File: src/rtl/bist_ctrl_gen.sv
// BIST controller: Galois LFSR pattern source and Galois MISR compactor around a CUT,
// with programmable pattern count, warm-up skip, abort and signature readout.
module bist_ctrl_gen #(
  parameter int unsigned    PI_W      = 35,
  parameter int unsigned    PO_W      = 49,
  parameter logic [PI_W-1:0] LFSR_POLY = PI_W'(35'h0_0000_0005),
  parameter logic [PI_W-1:0] LFSR_SEED = PI_W'(35'h1),
  parameter logic [PO_W-1:0] MISR_POLY = PO_W'(49'h0_0000_0000_0201),
  parameter int unsigned    NPAT      = 2000,
  parameter int unsigned    SKIP      = 0,
  parameter logic [PO_W-1:0] GOLDEN    = '0
) (
  input  logic            clk,
  input  logic            rst,
  input  logic            bistmode,
  input  logic [PI_W-1:0] pi,
  output logic [PI_W-1:0] cut_pi,
  input  logic [PO_W-1:0] cut_po,
  output logic [PO_W-1:0] po,
  output logic            bistdone,
  output logic            bistpass,
  output logic [PO_W-1:0] signature
);

  localparam int unsigned CNT_W = $clog2(NPAT + 1);

  typedef enum logic [1:0] {IDLE, RUN, DONE} state_e;

  state_e            state_q, state_d;
  logic [PI_W-1:0]   lfsr_q, lfsr_d, lfsr_nxt;
  logic [PO_W-1:0]   misr_q, misr_d, misr_nxt;
  logic [CNT_W-1:0]  cnt_q, cnt_d;
  logic [CNT_W:0]    cnt_inc;
  logic              misr_en;
  logic              done_q, done_d;
  logic              pass_q, pass_d;

  // Galois shift steps and warm-up gate (cnt >= SKIP written as cnt+1 > SKIP)
  assign lfsr_nxt = {lfsr_q[PI_W-2:0], 1'b0} ^ (lfsr_q[PI_W-1] ? LFSR_POLY : '0);
  assign misr_nxt = {misr_q[PO_W-2:0], 1'b0} ^ (misr_q[PO_W-1] ? MISR_POLY : '0) ^ cut_po;
  assign cnt_inc  = {1'b0, cnt_q} + (CNT_W+1)'(1);
  assign misr_en  = cnt_inc > (CNT_W+1)'(SKIP);

  always_ff @(posedge clk) begin
    if (rst) begin
      state_q <= IDLE;
      lfsr_q  <= LFSR_SEED;
      misr_q  <= '0;
      cnt_q   <= '0;
      done_q  <= 1'b0;
      pass_q  <= 1'b0;
    end else begin
      state_q <= state_d;
      lfsr_q  <= lfsr_d;
      misr_q  <= misr_d;
      cnt_q   <= cnt_d;
      done_q  <= done_d;
      pass_q  <= pass_d;
    end
  end

  always_comb begin
    state_d = state_q;
    lfsr_d  = lfsr_q;
    misr_d  = misr_q;
    cnt_d   = cnt_q;
    done_d  = done_q;
    pass_d  = pass_q;
    case (state_q)
      IDLE: begin
        if (bistmode) begin
          state_d = RUN;
          lfsr_d  = LFSR_SEED;
          misr_d  = '0;
          cnt_d   = '0;
          done_d  = 1'b0;
          pass_d  = 1'b0;
        end
      end
      RUN: begin
        // Abort wins over the terminal count; lfsr/misr keep their values
        if (!bistmode) begin
          state_d = IDLE;
          cnt_d   = '0;
          done_d  = 1'b0;
          pass_d  = 1'b0;
        end else begin
          lfsr_d = lfsr_nxt;
          if (misr_en) misr_d = misr_nxt;
          cnt_d = cnt_q + CNT_W'(1);
          if (cnt_q == CNT_W'(NPAT - 1)) begin
            state_d = DONE;
            done_d  = 1'b1;
            pass_d  = (misr_d == GOLDEN);
          end
        end
      end
      DONE: begin
        if (!bistmode) begin
          state_d = IDLE;
          cnt_d   = '0;
          done_d  = 1'b0;
          pass_d  = 1'b0;
        end
      end
      default: state_d = IDLE;
    endcase
  end

  assign cut_pi    = (state_q == IDLE) ? pi : lfsr_q;
  assign po        = cut_po;
  assign bistdone  = done_q;
  assign bistpass  = pass_q;
  assign signature = misr_q;

endmodule

File: config.mk
export PLATFORM = sky130hd
export DESIGN_NAME = bist_ctrl_gen
export DESIGN_NICKNAME = d
export VERILOG_FILES = /design/src/rtl/bist_ctrl_gen.sv
export SDC_FILE = /design/constraint.sdc
export NUM_CORES = 1
export LEC_CHECK = 0
export CORE_MARGIN = 10
export CORE_UTILIZATION = 30
export CTS_CLUSTER_SIZE = 40
export DETAILED_ROUTE_END_ITERATION = 10
export PLACE_DENSITY = 0.61
export SLEW_MARGIN = 20
export SYNTH_ARGS = -nofsm -noshare
export SYNTH_HDL_FRONTEND = slang
export SYNTH_SLANG_ARGS = --single-unit
File: constraint.sdc
create_clock -name clk -period 1.8 [get_ports clk]
set_input_delay 0.18 -clock clk [delete_from_list [all_inputs] [get_ports clk]]
set_output_delay 0.18 -clock clk [all_outputs]
set_load 0.01 [all_outputs]
# --- Word-level counts from Yosys, hierarchy flattened ---
# Index checks and enable logic that the tools add are counted.
totals:
  wordCells: 56
  input_bits: 87
  ff_bits: 99
classes:
  add_sub_neg: 2
  n_eq_ne: 7
  bitwise: 3
  n_lt_le_gt_ge: 1
  n_mux: 29
  reduce_logical: 8
op_table:
  columns: ["cell", "count"]
  rows:
  - ["$mux W49", 5]
  - ["$mux W35", 3]
  - ["$pmux W49 S2", 1]
  - ["$pmux W35 S2", 1]
  - ["$logic_not A49 Y1", 1]
  - ["$xor A49 B10 Y49", 1]
  - ["$xor A49 B49 Y49", 1]
  - ["$xor A35 B3 Y35", 1]
  - ["$mux W11", 3]
  - ["$pmux W11 S3", 1]
  - ["$add A11 B1 Y12 const B", 1]
  - ["$gt A12 B1 Y1 const B", 1]
  - ["$add A11 B1 Y11 const B", 1]
  - ["$eq A11 B11 Y1 const B", 1]
  - ["$mux W10", 1]
  - ["$reduce_and A3 Y1", 3]
  - ["$mux W2", 4]
  - ["$mux W1", 6]
  - ["$ne A2 B2 Y1 const B", 3]
  - ["$pmux W1 S3", 2]
  - ["$pmux W2 S3", 1]
  - ["$reduce_and A4 Y1", 1]
  - ["$mux W3", 1]
  - ["$ne A3 B3 Y1 const B", 1]
  - ["5 further kinds", 5]

# --- Logic depth before layout (Yosys ltp) ---
depth:
  word_depth: 10
  mapped_depth: 8
  ltp_nobuf: 6

# --- Worst setup path after synthesis ---
# Ideal clock, no wire load.
synth_path:
  path_type: "register to register"
  startpoint: "register cnt_q[0]"
  endpoint: "register misr_q[0] (netlist: signature[0])"
  period_less_slack_ps: 1902
  t_arrival_ps: 1785
  slack_ps: -102
  path_stages_with_launch: 9
  path_cell_list: "dfxtp_1 ha_1 nand3_2 or3_1 nand4_1 a21oi_2 buf_2 buf_6 a22o_1"
synth_via:
  elab_chain_cells: 7
synth_rtl:
  columns: ["item", "line", "rtl"]
  rows:
  - ["from (decl)", "32", "logic [CNT_W-1:0] cnt_q, cnt_d;"]
  - ["from (signal assigned)", "56", "cnt_q <= cnt_d;"]
  - ["$add A11 B1 Y12", "41", "assign cnt_inc = {1'b0, cnt_q} + (CNT_W+1)'(1);"]
  - ["$gt A12 B1 Y1", "42", "assign misr_en = cnt_inc > (CNT_W+1)'(SKIP);"]
  - ["$mux W49", "89", "if (misr_en) misr_d = misr_nxt;"]
  - ["$mux W49", "82", "if (!bistmode) begin"]
  - ["$mux W49", "69", "case (state_q)"]
  - ["$mux W49", "82", null]
  - ["$pmux W49 S2", "69", null]
  - ["to (signal assigned)", "55", "misr_q <= misr_d;"]
  - ["to (decl)", "31", "logic [PO_W-1:0] misr_q, misr_d, misr_nxt;"]
# Every way passes these cells. The select of a mux whose other input is x is not followed.
# A chain may end at the register's enable or synchronous reset.

# --- Worst setup path after layout ---
layout_path:
  startpoint: "register cnt_q[1]"
  endpoint: "register misr_q[34] (netlist: signature[34])"
# The elaborated chain is that of the path after synthesis.

==> flow_summary.ini <==
[run_status]
status = finished, violations left
violations = setup timing

[cts]
cts_buffers = 9
holdBufCountCts = 0
path_clk_slew_ns = 0.07
ctsLongestPathBuffers = 2
ctsRootBufferMaster = clkbuf_16
h-tree-depth = 3
cts_tree = built
cts.sinks = 99
clock_latency_ns = 0.34

[die]
die_area_um2 = 21800
num_rows = 46
die_height_um = 148
io_pins = 222
start_util_pct = 30.6
fp.dieW_um = 148
core_area_um2 = 15900

[grt]
grt_use_met1_pct = 16.9
grt_start_max_net_pins = 36
grt_pass1_wl_um = 26800
use_met3_pct = 6.99
grt.busiest_layer = met2
first_global_vias = 4912
use_met2_pct = 25.3
grt_util_all_layers_pct = 15.3
grt_overflow = 0
antenna_found_initial = 0

[detailed_routing]
wl_um = 17600
drc_errors = 0
vias = 4672
final_antenna_net_count = 0
drt_iter0_markers = 223
viasPerCell = 4.93
dr.pass1.iters = 5
wl_per_cell_um = 18.6

[timing]
setup_viol = 50
maxSlewHeadroom_pct = 71.4
fin_crit_ns = 1.86
hold_ws_ns = 0.236
period_share_pct = 103
slew_viol_final = 0
finalHoldViolations = 0
tns_ns = -1.74
fin_skew_ns = 0.00940
fmax_mhz = 538
rsz0062_at_grt = yes
setup_slack_ns = -0.0578
worst_pin_slew_ns = 0.427

[placed_design]
io_buffers = 221
dp_cells = 918
detailed_place.area_um2 = 7200
place.gp.congestion = 0.840
hpwl_um = 12900

[yosys]
synth-seq-cells = 99
synth_top_area_share_pct = 40.6
synth.distinct_cells = 39
ys_seq_area_share_pct = 40.6
synth-main-ff-cell = dfxtp_1
synth_edf_count = 0
synth_fp_nets = 616
synth_top_area_cell = dfxtp_1
synthesis.area_um2 = 4890
avgSynthCellArea_um2 = 9.25
synth_warnings = 0
netlist_instances = 528
synthArstFlopShare_pct = 0
synth_area_leaders = dfxtp_1 41%, xor2_1 9.1%, a22o_1 8.8%

[cells_and_area]
nets = 815
drive_above_1_share_pct = 21.9
n_fill_cell = 1464
finalInstanceArea_um2 = 7920
seqCellArea_um2 = 1990
layout_common_cells = 185 x clkdlybuf4s50_1, 93 x dfxtp_1, 51 x xor2_1, 49 x a22o_1
antenna_cells = 0
syn_to_final_growth_pct = 62.1
final_cell_count_no_fill = 947
multi_input_area_um2 = 2550
final_common_cell = clkdlybuf4s50_1

[worst_setup_path]
crit_path_end_kind = flop
critPathArrivalTime_ns = 2.10
reg2reg_to = signature[34]
worstSetupPathType = flop to flop
worstPathMaxFanout = 9
start_kind = flop
crit_required_ns = 2.04
r2r-start = cnt_q[1]
reg2reg_slack_ns = -0.06
r2r_cells = 8

[pwr]
p_per_area_nw_per_um2 = 654
ir_worst_vdd_uv = 445
p_leak_nw = 3.16

[hold_path]
holdPathEnd = cnt_q[2]
hp-start = rst
hold_depth = 2
worstHoldPathType = primary input to flop

[run]
cap_violations = 0
flip-flops by register name, summed over array words and instances, names as in the netlist:
name       flops
bistdone       1
bistpass       1
signature     49
state_q        2
cnt_q         11
lfsr_q        35
cell usage after synthesis (all sizes together) (4+ instances only):
cell type / instances
nor3b: 4
nand3: 42
nand4: 4
nand2: 41
nor4: 15
mux2: 36
clkbuf: 16
xor2: 51
buf: 70
nor2: 18
a22o: 49
o21ai: 11
a21oi: 42
dfxtp: 99
stage by stage:
step                      utilization (%)  total power [mW]  setup WS, ns
after floorplan                         -              2.74        0.0142
after global placement               45.2              3.27        -0.133
after detailed placement             45.2              3.27        -0.156
after CTS                            48.9              5.21       -0.0350
after global routing                 49.7              5.40        -0.111
final                                49.7              5.18       -0.0578
critical path, stage by stage, from the launching register on:
cell	delay [ns]
dfxtp_2	0.35
ha_4	0.17
nand3_4	0.08
or3_4	0.35
nand4_1	0.17
a21oi_4	0.09
buf_12	0.15
clkbuf_16	0.16
a22o_1	0.23
area by class of cell:
type,instances,area share (%)
Timing Repair Buffer,274,35.6
Tap cell,216,3.41
Inverter,1,0.0474
Clock inverter,4,0.411
Clock buffer,11,3.19
Multi-Input combinational cell,342,32.2
Sequential cell,99,25.1
how the worst max path moves through the flow:
stage                     slack [ns]       endpoint  depth (start not counted)  startpoint
final                          -0.06  signature[34]                          8    cnt_q[1]
after global routing           -0.11  signature[30]                          8    cnt_q[1]
after CTS                      -0.04  signature[36]                          8    cnt_q[1]
after detailed placement       -0.16       cnt_q[6]                          6    bistmode
after global placement         -0.13       bistpass                          7  cut_po[44]
after floorplan                 0.01   signature[0]                          8    cnt_q[0]
routing by layer:
layer | wire [um] | up-vias
li1 | - | 2235
met1 | 7140 | 2186
met2 | 8200 | 229
met3 | 1880 | 22
met4 | 342 | 0
met5 | 0 | -
kinds of logic after synthesis:
| group | synth area share, % |
|---|---|
| adder cells (fa/ha/maj) | 0.256 |
| AND/OR/NAND/NOR | 14.4 |
| buffers and inverters | 11.1 |
| multiplexers | 8.30 |
| XOR/XNOR | 9.50 |
| flip-flops | 40.6 |
| AO/OA/AOI/OAI | 15.9 |
power by group:
group          internal, mW  leakage [nW]  switching, mW
registers              2.22         0.803         0.0359
logic                 0.627          2.22          0.441
clock network          1.02         0.135          0.837
timing repair:
item / CTS / global route
pin swaps: 4 / 1
endpoints found under the hold margin: 0 / 0
resized for setup: 202 / 20
cloned: 5 / 2
buffers inserted: 7 / 1
setup endpoints to repair: 85 / 85
No activity file was read; power rests on OpenSTA's default activity.
==> edit (same flow settings) <==
Take the reset off `misr_q` and load it in a clocked block of its own.
--- a/src/rtl/bist_ctrl_gen.sv
+++ b/src/rtl/bist_ctrl_gen.sv
@@ -45,18 +45,20 @@
     if (rst) begin
       state_q <= IDLE;
       lfsr_q  <= LFSR_SEED;
-      misr_q  <= '0;
       cnt_q   <= '0;
       done_q  <= 1'b0;
       pass_q  <= 1'b0;
     end else begin
       state_q <= state_d;
       lfsr_q  <= lfsr_d;
-      misr_q  <= misr_d;
       cnt_q   <= cnt_d;
       done_q  <= done_d;
       pass_q  <= pass_d;
     end
+  end
+
+  always_ff @(posedge clk) begin
+    misr_q <= misr_d;
   end
 
   always_comb begin
Behaviour: differs if rst is asserted again (counterexample within 4 cycles, from zero or initial values and one cycle with rst high); with rst held inactive, the same outputs for 4 cycles.
==> edit against the unedited design <==
  * Count of clock-buffer cells in the layout grew 1
  * Power grew 17%
  * Final area grew 32%
  * Sequential power grew 12%
  * Critical endpoint is now bistpass
  * Die area grew 15%
  * The run still ends with setup timing left
  * Setup slack lost 940 ps
  * Sequential share of layout area shrank 1.2 points
  * Area after synthesis grew 17%
  * Hold slack gained 170 ps
  * Routed wire length grew 26%
  * Combinational power grew 45%
  * Utilization grew 6.2 points
  * Sequential cell count is the same
==> edit: results (changes against the unedited design) <==
[routing]
detailroute.via_count = 5777  ; +24%
first_iter_violations = 293  ; +31%
wl_met1_um = 9020  ; +26%
drt_pass1_iterations = 4  ; -1
detailroute.wirelength.met3_um = 2260  ; +20%
viasPerCell = 5.04  ; +2.1%
detail_route.wl_per_cell_um = 19.3  ; +3.9%
amount_of_wire_on_met2_after_detailed_routing_um = 10500  ; +28%

[timing]
post-route-worst-setup-slack_ps = -999  ; -941 ps
final.setup_skew_ps = 8.40  ; -1.00 ps
setup-tns-final_ps = -30070  ; -28,330 ps
setup_viol = 55  ; +10%
slew-limit-headroom_pct = 49.9  ; -21 points

[synth]
synth_seq_area_share_pct = 43.2  ; +2.6 points
netlist_top_cells_count = 114 x nor2_1, 50 x dfxtp_1, 49 x buf_4, 49 x edfxtp_1, 43 x a211oi_1
synth.net_count = 694  ; +13%
synth_area_leaders = edfxtp_1 26%, dfxtp_1 17%, nor2_1 7.5%
yosys_warnings = 0  ; unchanged
synth_cell_types = 49  ; +26%
synthesis.area_per_instance_um2 = 9.44  ; +2.0%
synth_enable_flop_cells = 49  ; +49

[layout]
final_layout_size_suffix_gt1_share_pct = 39.9  ; +18 points
number_of_flip_flops_in_the_largest_register = 49  ; unchanged
numnets_final = 996  ; +22%

[placed_design]
placed_cells_incl_taps = 1086  ; +18%
placement.cell_area_mm2 = 0.00867  ; +20%
gp_congestion = 0.834  ; -0.71%
detailed_place_hpwl_um = 15100  ; +16%

[global_routing]
grt_max_degree = 51  ; +42%
grt_pass1_vias = 6107  ; +24%
track_usage_pct = 17.0  ; +1.7 points
globalRouteMet3Util_pct = 5.43  ; -1.6 points
grtUsageMet1_pct = 20.8  ; +3.9 points
groute.layer.met2.usage_pct = 28.1  ; +2.7 points
grt_first_pass_wirelength_um = 33500  ; +25%

[power]
leakagePower_nw = 4.02  ; +27%
vdd_ir_drop_max_mv = 0.446  ; +0.39%

[worst_setup_path]
worstSetupEndpoint = bistpass
critPathArrivalTime_ps = 3070  ; +970 ps
cp_slowest_cell = dfxtp_4
reg2reg_path_depth = 12  ; +4
critical_path.max_stage_delay_ps = 390  ; +40 ps

[status]
failed_checks = setup timing
run_status = finished with violations

==> edit: changes by cell type in the layout (fill, tap and decap cells not counted), sizes merged, moves of 12 or more <==
cell and delta:
a211oi +41, a21oi -25, a22o -49, a22oi +32, buf +108, dfxtp -49
edfxtp +49, nand2 -28, nand3 -36, nor2 +96, nor3 +12, nor4 -13
xnor2 +40, xor2 -41
==> edit: area by class of cell <==
cell class	instances	area [um^2]
clock inverter	4	27.5
sequential	99	2500
clock buffer	12	279
tap	234	293
fill	1611	8250
inverter	3	15.0
multi-input combinational	414	3410
timing repair buffer	381	3930
==> edit: logic make-up after synthesis <==
logic type,share of synthesized area [%]
XOR/XNOR,7.96
multiplexers,7.81
AND/OR/NAND/NOR,15.0
adder cells (fa/ha/maj),0.219
AO/OA/AOI/OAI,16.4
buffers and inverters,9.40
flip-flops,43.2
==> edit: worst min path at each step <==
stage                       to  slack, ps  cells after the start
finish                cnt_q[3]        410                      3
global route        state_q[1]        450                      3
CTS                 lfsr_q[11]        410                      3
detailed placement    bistdone        470                      2
global placement      bistdone        470                      2
floorplan           state_q[1]        310                      2
==> edit: power breakdown <==
| part | switching, mW | internal, mW |
|---|---|---|
| Combinational | 0.653 | 0.898 |
| Sequential | 0.0777 | 2.44 |
| Clock | 0.892 | 1.11 |
| Total | 1.62 | 4.45 |
==> edit: through the flow <==
step | hold slack [ps] | total power [mW] | worst slack [ps]
5_1_grt | 446 | 6.31 | -1110
2_1_floorplan | 312 | 3.11 | -950
3_3_place_gp | 466 | 3.95 | -1060
4_1_cts | 406 | 6.10 | -967
6_report | 411 | 6.08 | -999
3_5_place_dp | 471 | 3.95 | -1170
==> edit: repair_timing <==
action	in CTS	in global routing
pin swaps	30	14
cloned	13	1
buffers inserted	22	16
setup endpoints to repair	86	78
resized for setup	354	59
